--- config.mk ---
export PLATFORM = sky130hd
export DESIGN_NAME = pipe_stage_reg
export DESIGN_NICKNAME = d
export VERILOG_FILES = /design/src/rtl/pipe_pkg.sv /design/src/rtl/pipe_skid_buf.sv /design/src/rtl/pipe_stage_reg.sv
export SDC_FILE = /design/constraint.sdc
export NUM_CORES = 1
export LEC_CHECK = 0
export ABC_AREA = 1
export BUFFER_PORTS_ARGS = -buffer_cell sky130_fd_sc_hd__buf_2
export CORE_ASPECT_RATIO = 0.7
export CORE_MARGIN = 5
export CORE_UTILIZATION = 51
export DETAILED_ROUTE_END_ITERATION = 10
export GPL_TIMING_DRIVEN = 0
export PLACE_DENSITY = 0.81
export SYNTH_ARGS = -nofsm -noshare
export SYNTH_HDL_FRONTEND = slang
export SYNTH_SLANG_ARGS = --single-unit
--- constraint.sdc ---
create_clock -name clk_i -period 2.4 [get_ports clk_i]
set_input_delay 0.48 -clock clk_i [delete_from_list [all_inputs] [get_ports clk_i]]
set_output_delay 0.48 -clock clk_i [all_outputs]
set_load 0.02 [all_outputs]
--- src/rtl/pipe_pkg.sv ---
// Shared pipeline-stage definitions: default widths, packed field offsets,
// control bit indices and the skid-buffer state encoding.
package pipe_pkg;

  localparam int PIPE_DATA_W = 32;
  localparam int PIPE_CTRL_W = 4;

  // Payload field offsets (LSB positions) when a stage packs several fields
  localparam int IFID_PC_OFS          = 0;
  localparam int EXMEM_ALU_RESULT_OFS = 0;
  localparam int EXMEM_RD_ADDR_OFS    = 32;
  localparam int MEMWB_RD_DATA_OFS    = 0;
  localparam int MEMWB_RD_ADDR_OFS    = 32;
  localparam int RD_ADDR_W            = 5;

  // Control bundle bit indices
  localparam int CTRL_REG_WRITE  = 0;
  localparam int CTRL_MEM_TO_REG = 1;
  localparam int CTRL_MEM_READ   = 2;
  localparam int CTRL_MEM_WRITE  = 3;

  typedef enum logic [1:0] {
    EMPTY = 2'd0,
    FULL  = 2'd1,
    SKID  = 2'd2
  } skid_state_e;

endpackage

--- src/rtl/pipe_skid_buf.sv ---
// One-entry skid buffer and occupancy FSM for pipe_stage_reg; state is
// registered, so the ready derived from it has no combinational input path.
module pipe_skid_buf
  import pipe_pkg::*;
#(
  parameter int DATA_W = PIPE_DATA_W,
  parameter int CTRL_W = PIPE_CTRL_W
) (
  input  logic              clk_i,
  input  logic              rst_i,
  input  logic              flush_i,
  input  logic              push,
  input  logic              pop,
  input  logic [DATA_W-1:0] data_i,
  input  logic [CTRL_W-1:0] ctrl_i,
  output skid_state_e       state,
  output logic [DATA_W-1:0] skid_data,
  output logic [CTRL_W-1:0] skid_ctrl
);

  skid_state_e state_nxt;
  logic        skid_ld;

  always_ff @(posedge clk_i) begin
    if (rst_i) state <= EMPTY;
    else       state <= state_nxt;
  end

  always_comb begin
    state_nxt = state;
    skid_ld   = 1'b0;
    case (state)
      EMPTY: if (push) state_nxt = FULL;
      FULL: begin
        if (push && !pop) begin
          state_nxt = SKID;
          skid_ld   = 1'b1;
        end else if (!push && pop) begin
          state_nxt = EMPTY;
        end
      end
      SKID:    if (pop) state_nxt = FULL;
      default: state_nxt = EMPTY;
    endcase
    if (flush_i) begin
      state_nxt = EMPTY;
      skid_ld   = 1'b0;
    end
  end

  always_ff @(posedge clk_i) begin
    if (rst_i) begin
      skid_data <= '0;
      skid_ctrl <= '0;
    end else if (skid_ld) begin
      skid_data <= data_i;
      skid_ctrl <= ctrl_i;
    end
  end

endmodule

--- src/rtl/pipe_stage_reg.sv ---
// Pipeline stage register with valid/ready, stall hold, flush-to-bubble and a
// saturating stall counter. Define PIPE_SKID_EN for a skid entry and registered ready_o.
module pipe_stage_reg
  import pipe_pkg::*;
#(
  parameter int DATA_W = PIPE_DATA_W,
  parameter int CTRL_W = PIPE_CTRL_W,
  parameter int CNT_W  = 16
) (
  input  logic              clk_i,
  input  logic              rst_i,
  input  logic              valid_i,
  output logic              ready_o,
  input  logic [DATA_W-1:0] data_i,
  input  logic [CTRL_W-1:0] ctrl_i,
  input  logic              stall_i,
  input  logic              flush_i,
  output logic              valid_o,
  input  logic              ready_i,
  output logic [DATA_W-1:0] data_o,
  output logic [CTRL_W-1:0] ctrl_o,
  output logic [CNT_W-1:0]  stall_cnt_o
);

  logic              ld;
  logic              ld_vld;
  logic [DATA_W-1:0] ld_data;
  logic [CTRL_W-1:0] ld_ctrl;

`ifdef PIPE_SKID_EN
  skid_state_e       state;
  logic [DATA_W-1:0] skid_data;
  logic [CTRL_W-1:0] skid_ctrl;
  logic              push;
  logic              pop;

  assign push = valid_i & ready_o;
  assign pop  = valid_o & ready_i & ~stall_i;

  pipe_skid_buf #(
    .DATA_W (DATA_W),
    .CTRL_W (CTRL_W)
  ) u_skid (
    .clk_i     (clk_i),
    .rst_i     (rst_i),
    .flush_i   (flush_i),
    .push      (push),
    .pop       (pop),
    .data_i    (data_i),
    .ctrl_i    (ctrl_i),
    .state     (state),
    .skid_data (skid_data),
    .skid_ctrl (skid_ctrl)
  );

  // An empty stage always loads, even under stall, so state tracks valid_o
  assign ready_o = (state != SKID);
  assign ld      = (state == EMPTY) | pop;
  assign ld_vld  = (state == SKID) | valid_i;
  assign ld_data = (state == SKID) ? skid_data : data_i;
  assign ld_ctrl = (state == SKID) ? skid_ctrl : ctrl_i;
`else
  assign ld      = ~stall_i & (~valid_o | ready_i);
  assign ready_o = ld;
  assign ld_vld  = valid_i;
  assign ld_data = data_i;
  assign ld_ctrl = ctrl_i;
`endif

  always_ff @(posedge clk_i) begin
    if (rst_i) begin
      valid_o <= 1'b0;
      data_o  <= '0;
      ctrl_o  <= '0;
    end else begin
      if (ld) data_o <= ld_data;
      if (flush_i) begin
        valid_o <= 1'b0;
        ctrl_o  <= '0;
      end else if (ld) begin
        valid_o <= ld_vld;
        ctrl_o  <= ld_vld ? ld_ctrl : '0;
      end
    end
  end

  always_ff @(posedge clk_i) begin
    if (rst_i) begin
      stall_cnt_o <= '0;
    end else if (valid_o && (stall_i || !ready_i) && !flush_i && !(&stall_cnt_o)) begin
      stall_cnt_o <= stall_cnt_o + CNT_W'(1);
    end
  end

endmodule

## After elaboration in Yosys (flattened, before gate mapping)

Cells that the tools add are included.
Widths: inputs -> output; s select.

- Register bits after elaboration: 53

- Multiplexer cells: 1
- Bitwise gates (word level): 4
- Add/subtract/negate cells: 1
- Reductions and logical operators: 9

Operators with widths:

| operator | number |
|---|---|
| $add 16x1->16 const B | 1 |
| $reduce_and 16->1 | 1 |
| $mux 4 | 1 |
| $logic_and 1x1->1 | 3 |
| $logic_not 1->1 | 3 |
| $not 1->1 | 2 |
| $reduce_or 2->1 | 1 |
| $and 1x1->1 | 1 |
| $logic_or 1x1->1 | 1 |
| $or 1x1->1 | 1 |

## Longest topological paths before layout

Gate-level depths: netlist of the first run.

- Word-level depth: 5
- Mapped depth: 9

## Worst setup path after synthesis of the first run

Ideal clock, no wire load.

- Kind: flip-flop to output port
- From: register valid_o
- To: output ready_o
- Data arrival time: 1172 ps
- Slack: 748 ps
- Buffers on the path: 2
- Stages on the path, launching flop included: 4
- Required time: 1920 ps
- Cells stage by stage: dfxtp_1 buf_4 o21ai_2 clkbuf_1

- Cells in the longest elaborated chain, start to end: 3

RTL lines:

| item | RTL line | RTL |
|---|---|---|
| from (decl) | pipe_stage_reg.sv:18 | `output logic valid_o,` |
| from (signal assigned) | pipe_stage_reg.sv:81 | `valid_o <= ld_vld;` |
| $not 1->1 | pipe_stage_reg.sv:63 | `assign ld = ~stall_i & (~valid_o \| ready_i);` |
| $or 1x1->1 | pipe_stage_reg.sv:63 |  |
| $and 1x1->1 | pipe_stage_reg.sv:63 |  |
| to (decl) | pipe_stage_reg.sv:13 | `output logic ready_o,` |

No other way between the ends.

## Worst setup path after layout of the first run

Same ends and word-level chain as after synthesis.

==> results of run 1 <==
through the flow:
stage	setup slack [ns]	util (%)	hold slack [ns]	cell area (µm²)	std cells
6_report	0.205	67.9	0.389	2990	483
5_1_grt	0.0362	67.9	0.375	2990	483
4_1_cts	0.198	67.9	0.373	2990	483
3_5_place_dp	0.361	65.6	0.492	2890	475
3_3_place_gp	0.379	65.6	0.489	2890	475
2_1_floorplan	0.748	-	0.549	2340	325
area by class of cell:
| cell class | count | area, µm² |
|---|---|---|
| Fill cell | 406 | 1410 |
| Sequential cell | 53 | 1060 |
| Clock inverter | 1 | 5.00 |
| Inverter | 53 | 199 |
| Multi-Input combinational cell | 207 | 1020 |
| Tap cell | 55 | 68.8 |
| Timing Repair Buffer | 95 | 475 |
| Clock buffer | 7 | 96.3 |
| Buffer | 12 | 61.3 |
kinds of logic (layout without fill, tap and decap cells):
kind of cell | count (synthesis) | count (layout) | share of synthesized area, %
AO/OA/AOI/OAI | 90 | 90 | 19.9
XOR/XNOR | 1 | 1 | 0.374
adder cells (fa/ha/maj) | 1 | 1 | 0.534
buffers and inverters | 65 | 168 | 11.1
flip-flops | 53 | 53 | 45.3
AND/OR/NAND/NOR | 115 | 115 | 22.9
cells in the final DEF (no fill, tap or decap):
cell type  instances
clkbuf_8           7
nor2_2             6
inv_1             50
o21ai_2            1
inv_2              2
dfxtp_1           53
nand3_4            1
o21ai_1            1
o21ai_0           35
nand2_4            1
ha_1               1
clkbuf_2           3
buf_4              1
nand2_1           50
nor2_4             3
clkbuf_1           5
nand3_2            2
nand3_1           19
nand4_1            3
a31oi_1            1
clkinv_2           1
clkinv_1           1
a21oi_1           48
buf_1              1
xor2_1             1
buf_6              1
nand2_2            1
nor2_1            29
buf_2             96
o211ai_1           4
state kept, by name (all words and copies together), names as in the netlist:
signal / cells
valid_o: 1
data_o: 32
ctrl_o: 4
stall_cnt_o: 16
worst max-delay path: stages (launching register included):
cell      delay (ns)
dfxtp_1         0.32
buf_4           0.16
o21ai_2         0.29
clkbuf_1        0.38
buf_2           0.25
power groups by stage:
stage | sequential (mW) | clock, mW | combinational (mW)
global route | 0.956 | 0.599 | 0.297
CTS | 0.950 | 0.559 | 0.275
floorplan | 1.03 | 0 | 0.0973
finish | 0.950 | 0.553 | 0.273
detailed placement | 0.969 | 0 | 0.274
global placement | 0.968 | 0 | 0.266
synth_stat cells:
cell      instances  area, µm²
dfxtp_1          53       1060
inv_1            50        188
nand2_1          50        188
a21oi_1          48        240
o21ai_0          35        175
nor2_1           29        109
nand3_1          19       95.1
nor2_2            6       37.5
clkbuf_1          5       18.8
o211ai_1          4       30.0
clkbuf_2          3       15.0
nand4_1           3       18.8
nor2_4            3       33.8
inv_2             2       7.51
nand3_2           2       20.0
a31oi_1           1       6.26
buf_1             1       3.75
buf_2             1       5.00
buf_4             1       7.51
buf_6             1       11.3
clkinv_1          1       3.75
ha_1              1       12.5
nand2_2           1       6.26
nand2_4           1       11.3
nand3_4           1       17.5
o21ai_1           1       5.00
o21ai_2           1       8.76
xor2_1            1       8.76
layer usage:
metal / track usage [%] / vias to the layer above / part of all wire [%]
li1: - / 1249 / -
met1: 25.6 / 1141 / 45
met2: 36.0 / 82 / 48
met3: 7.00 / 4 / 7.1
met4: 6.04 / 0 / 0.50
met5: 0 / - / 0
worst paths after layout:
path | from | to | slack [ns] | cells after the start
setup reg to reg | stall_cnt_o[0] | stall_cnt_o[10] | 0.77 | 8
hold reg to reg | ctrl_o[1] | ctrl_o[1] | 0.50 | 2
hold / removal | data_i[23] | data_o[23] | 0.39 | 3
setup / recovery | valid_o | ready_o | 0.21 | 4
==> qor.yml, run 1 <==
post-layout-total-power_mw: 1.78
power.density_cell_area_nw_per_um2: 594
die_y_um: 66.7
starting_drc_count_in_detailed_routing: 129
rsz0062_at_grt: "no"
syn-num-nets: 368
wire_length_per_cell_um: 13.2
cts_tree: "yes"
grt_usage_pct: 21.1
floorplan.die.width_um: 91.0
pwr-share-comb_pct: 15.4
status: "completed"
max_freq_ghz: 0.456
finClkSkew_ns: 0.00532
core_um2: 4400
synthesis.area_um2: 2340
maxCapViolations: 0
seq_power_share_pct: 53.5
worst_supply_voltage_drop_on_vdd_mv: 0.458
remaining_drc_errors: 0
die-area_um2: 6080
min-delay-path-class: "input pin to flop"
cts.repair.resized: 0
tns_ns: 0
clockBufferDepth: 2
antenna_cells: 0
via_count_of_the_first_global_routing_pass: 2312
finalWorstPathRequiredPeriod_ns: 2.19
netSwitchingFraction_pct: 27.6
pin_count_of_the_biggest_net_entering_global_routing: 16
tritoncts.num_buffers: 5
timing_max_transition_violations_final: 0
drive_gt1_share_pct: 29.4
syn_inst: 325
hpwl_um: 4920
least_margin_pin_slew_ns: 0.440
ys.warnings.count: 0
detail_route.wirelength_um: 6370
routed-via-count: 2476
p_sw_mw: 0.491
timing.critical_path.arrival_ns: 1.71
overflow: 0
avgSynthCellArea_um2: 7.21
grt_pass1_wl_um: 10300
fin_nets: 470
critical_path_peak_fanout: 10
timing.final.crit_share_pct: 91.5
power.share.clock_pct: 31.1
synth_sequential_area_ratio_pct: 45.3
slew_headroom_pct: 70.7
clkSinkCount: 53
cts.hold.buffers_added: 0
clk_root_buffer_cell: "clkbuf_8"
antenna_left: 0
clkSlewWorstSetupHoldPaths_ns: 0.09
intPower_mw: 1.28
startpoint_type: "flop"
hold_viol_final: 0
drt-vias-per-instance: 5.13
drt-pass1-iter-count: 4
placementRows: 20
htree_num_levels: 2
post_cts.repair.setup_buffers: 0
cp-end-kind: "primary output"
antenna_found_initial: 0
floorplan.initialDensity_pct: 53.2
synth_seq_cells: 53
gpl.final_weighted_congestion: 0.880
top_level_ports: 96
clkLatencyLatePin_ns: 0.31
netlist-cell-type-count: 28
timing.critical_path.required_ns: 1.92
leakage_nw: 1.50
post_synthesis_to_final_layout_area_growth_pct: 27.5
placement.io_buffers: 95
setup_viol: 0
classification_of_the_worst_setup_path: "flop to primary output"
No activity file was read; power rests on OpenSTA's default activity.
==> run 2: changes to the inputs <==
Settings changed: CORE_UTILIZATION 51 to 26, PLACE_DENSITY 0.81 to 0.45.
==> qor.yml, run 2 (synthesis gave the netlist of run 1 again) <==
floorplan.initialDensity_pct: 26.3
grt_usage_pct: 13.1
post_cts.repair.setup_buffers: 0
pin_count_of_the_biggest_net_entering_global_routing: 17
worst_supply_voltage_drop_on_vdd_mv: 0.249
hpwl_um: 5420
power.density_cell_area_nw_per_um2: 623
drt-vias-per-instance: 4.33
remaining_drc_errors: 0
die-area_um2: 11000
least_margin_pin_slew_ns: 0.447
clkSinkCount: 53
register_to_register_path_setup_slack_ns: 0.69
floorplan.die.width_um: 124
max_freq_ghz: 0.479
slew_headroom_pct: 70.2
placement.io_buffers: 95
rsz0062_at_grt: "no"
overflow: 0
min-delay-path-class: "input pin to flop"
clockBufferDepth: 2
layout_commonest_cell: "buf_2"
fin_worst_hold_slack_ns: 0.413
timing.critical_path.arrival_ns: 1.61
timing_max_transition_violations_final: 0
finalWorstSetupSlack_ns: 0.314
dpl_cell_area_um2: 2980
leakage_nw: 1.51
cp-end-kind: "primary output"
holdCritStartpoint: "data_i[4]"
cts.repair.resized: 0
antenna_found_initial: 0
post_synthesis_to_final_layout_area_growth_pct: 33.1
postLayoutCellArea_um2: 3120
routed-via-count: 2388
timing.critical_path.from: "valid_o"
maxCapViolations: 0
core_um2: 8930
antenna_left: 0
cts_tree: "yes"
setup_viol: 0
wire_length_per_cell_um: 12.8
via_count_of_the_first_global_routing_pass: 2258
classification_of_the_worst_setup_path: "flop to primary output"
detail_route.wirelength_um: 7050
startpoint_type: "flop"
cts.hold.buffers_added: 0
timing.final.crit_share_pct: 86.9
tns_ns: 0
timing.critical_path.required_ns: 1.92
status: "completed"
r2r-start: "stall_cnt_o[0]"
antenna_cells: 0
largest_reg_flops: 32
htree_num_levels: 2
clkSlewWorstSetupHoldPaths_ns: 0.07
hold_viol_final: 0
die_y_um: 89.5
top_level_ports: 96
fin_nets: 470
post-layout-total-power_mw: 1.95
starting_drc_count_in_detailed_routing: 126
finalWorstPathRequiredPeriod_ns: 2.09
largest_registers: "data_o: 32 flops, stall_cnt_o: 16 flops, ctrl_o: 4 flops"
pre_cts_ws_ns: 0.265
critical_path_peak_fanout: 10
gpl.final_weighted_congestion: 0.812
max_flop_register: "data_o"
drive_gt1_share_pct: 29.4
clkLatencyLatePin_ns: 0.29
layout.filler_cells: 1016
placementRows: 29
tritoncts.num_buffers: 5
most_frequent_cells_in_the_layout: "buf_2, dfxtp_1, inv_1, nand2_1, a21oi_1"
finClkSkew_ns: 0.00308
clk_root_buffer_cell: "clkbuf_16"
grt_pass1_wl_um: 11300
drt-pass1-iter-count: 6
## run 2: per-layer routing
metal  wire length, µm  vias to the layer above  global-route usage (%)  share of wire [%]
met5                 0                        -                       0                  0
met4                61                        0                    3.92               0.87
met3               353                        5                    2.47                5.0
li1                  -                     1247                       -                  -
met1              3570                     1084                    18.3                 51
met2              3070                       52                    20.6                 44
## run 2: layout make-up
type                       count  area (µm²)  share of cell area (%)
buffer                        12        62.6                    2.00
tap                          124         155                    4.97
clock buffer                   6         129                    4.13
sequential                    53        1060                    34.0
timing repair buffer          95         475                    15.2
multi-input combinational    207        1020                    32.8
inverter                      53         199                    6.38
clock inverter                 2        15.0                   0.481
## run 2: worst paths after layout
path,to,depth (start not counted)
worst min-delay path,data_o[4],3
worst max-delay path,ready_o,4
worst max register to register,stall_cnt_o[10],8
worst min register to register,ctrl_o[3],2
## run 2: worst max-delay path: stages, from the launching register on
cell      delay [ns]
dfxtp_1         0.32
buf_4           0.16
o21ai_2         0.31
clkbuf_2        0.31
buf_2           0.22
## run 2: report_power, final
| group | leakage (nW) | total, mW | switching, mW | internal (mW) |
|---|---|---|---|---|
| sequential | 0.436 | 0.949 | 0.0214 | 0.927 |
| combinational | 1.01 | 0.275 | 0.179 | 0.0966 |
| clock | 0.0631 | 0.721 | 0.333 | 0.388 |
## run 2: stage by stage
step / cells / utilization (%)
after floorplan: 325 / -
after global placement: 544 / 33.3
after detailed placement: 544 / 33.3
after CTS: 552 / 34.9
after global routing: 552 / 35.0
final: 552 / 35.0
==> run 3: changes to the inputs <==
Settings changed: GPL_TIMING_DRIVEN 0 to 1, RECOVER_POWER set to 100, SYNTH_HIERARCHICAL set to 1.
==> qor.yml, run 3 <==
starting_drc_count_in_detailed_routing: 154
cts_tree: "yes"
pin_count_of_the_biggest_net_entering_global_routing: 66
yosys-top-cells-area: "dfxtp_1, a21oi_1, inv_1"
synth_seq_cells: 53
most_frequent_cells_in_the_layout: "clkbuf_1, dfxtp_1, nand2_1"
largest_registers: "data_o: 32 flops, stall_cnt_o: 16 flops, ctrl_o: 4 flops"
least_margin_pin_slew_ns: 0.870
core_um2: 8930
routed-via-count: 2295
maxCapViolations: 0
fin_nets: 460
netSwitchingFraction_pct: 26.6
leakage_nw: 1.29
hold_viol_final: 0
antenna_left: 0
die_y_um: 89.5
clockBufferDepth: 2
synth_common_cells: "dfxtp_1, inv_1, nand2_1, a21oi_1, o21ai_0"
post_synthesis_to_final_layout_area_growth_pct: 28.0
worst_supply_voltage_drop_on_vdd_mv: 0.224
yosysTopAreaCell: "dfxtp_1"
tritoncts.num_buffers: 5
antenna_found_initial: 0
synth_sequential_area_ratio_pct: 45.3
timing.critical_path.required_ns: 1.92
power.density_cell_area_nw_per_um2: 646
ys.warnings.count: 6
floorplan.die.width_um: 124
floorplan.initialDensity_pct: 26.3
largest_reg_flops: 32
intPower_mw: 1.42
cp-end-kind: "primary output"
critical_path_peak_fanout: 8
top_level_ports: 96
rsz0062_at_grt: "no"
synth-edff-count: 0
max_flop_register: "data_o"
slew_headroom_pct: 42.0
grt_pass1_wl_um: 10300
timing.final.crit_share_pct: 72.8
synth_most_common_cell: "dfxtp_1"
timing.critical_path.arrival_ns: 1.27
timing_max_transition_violations_final: 0
drt-vias-per-instance: 4.23
via_count_of_the_first_global_routing_pass: 2158
layout_commonest_cell: "clkbuf_1"
gpl.final_weighted_congestion: 0.810
post_cts.repair.setup_buffers: 0
grt_usage_pct: 11.8
htree_num_levels: 2
netlist-cell-type-count: 28
finish.utilization_pct: 33.6
syn-num-nets: 368
register_to_register_path_setup_slack_ns: 0.66
syn_inst: 325
clkSinkCount: 53
synthesis.area_um2: 2340
hpwl_um: 4830
drive_gt1_share_pct: 14.6
power.share.clock_pct: 38.0
layout.filler_cells: 1038
avgSynthCellArea_um2: 7.21
overflow: 0
placement.io_buffers: 95
detail_route.wirelength_um: 6500
seq_power_share_pct: 49.2
cts.hold.buffers_added: 0
postSynth.asyncResetShare_pct: 0
tns_ns: 0
p_sw_mw: 0.515
placementRows: 29
synth-main-ff-cell: "dfxtp_1"
pwr-share-comb_pct: 12.8
finClkSkew_ns: 0.00826
startpoint_type: "flop"
antenna_cells: 0
min-delay-path-class: "input pin to flop"
wire_length_per_cell_um: 12.0
clkSlewWorstSetupHoldPaths_ns: 0.07
setup_viol: 0
classification_of_the_worst_setup_path: "flop to primary output"
cts.repair.resized: 0
clkLatencyLatePin_ns: 0.29
synthDominantCellAreaShare_pct: 45.3
clk_root_buffer_cell: "clkbuf_16"
max_freq_ghz: 0.572
finalWorstPathRequiredPeriod_ns: 1.75
status: "completed"
drt-pass1-iter-count: 4
remaining_drc_errors: 0
die-area_um2: 11000
-- run 3: power by group through the flow --
stage                     sequential (mW)  clock (mW)  combinational (mW)
final                               0.953       0.737               0.249
after global placement              0.972           0               0.267
after CTS                           0.952       0.777               0.269
after detailed placement            0.972           0               0.268
after floorplan                      1.03           0              0.0973
after global routing                0.959       0.807               0.278
-- run 3: path summary, 6_finish.rpt --
check                 startpoint         endpoint  cells after the start
setup / recovery         valid_o          ready_o                      2
hold / removal        data_i[19]       data_o[19]                      3
setup reg to reg  stall_cnt_o[0]  stall_cnt_o[14]                      7
hold reg to reg        ctrl_o[2]        ctrl_o[2]                      2
-- run 3: final cells by class --
type                       count  area, µm²  area share (%)
sequential                    53       1060            35.3
multi-input combinational    207       1000            33.3
timing repair buffer          97        433            14.4
inverter                      53        199            6.63
tap                          124        155            5.17
clock buffer                   6        139            4.63
clock inverter                 2       13.8           0.459
-- run 3: layer usage --
layer  vias to the layer above  wire [µm]  track usage, %  part of all wire [%]
met5                         -          0               0                     0
met4                         0         62            3.62                  0.95
met3                         5        331            2.53                   5.1
met2                        48       2960            19.6                    46
met1                      1012       3140            15.6                    48
li1                       1230          -               -                     -
-- run 3: critical path, cell delays in order (launching register included) --
cell     delay (ns)
dfxtp_1        0.42
o21ai_4        0.32
buf_2          0.23
-- run 3: metrics by stage --
stage               cell area, µm²  total power [mW]  worst slack [ns]  instances  hold WS (ns)
floorplan                     2340              1.13             0.748        325         0.549
global placement              2950              1.24             0.764        534         0.507
detailed placement            2950              1.24             0.756        534         0.501
CTS                           3100              2.00             0.614        542         0.407
global route                  3000              2.04             0.472        542         0.411
finish                        3000              1.94             0.653        542         0.418
-- run 3: logic make-up after synthesis --
family / synth area share (%)
compound gates: 19.9
xor+xnor: 0.374
fa+ha+maj: 0.534
buf+inv: 11.1
flops: 45.3
simple gates: 22.9
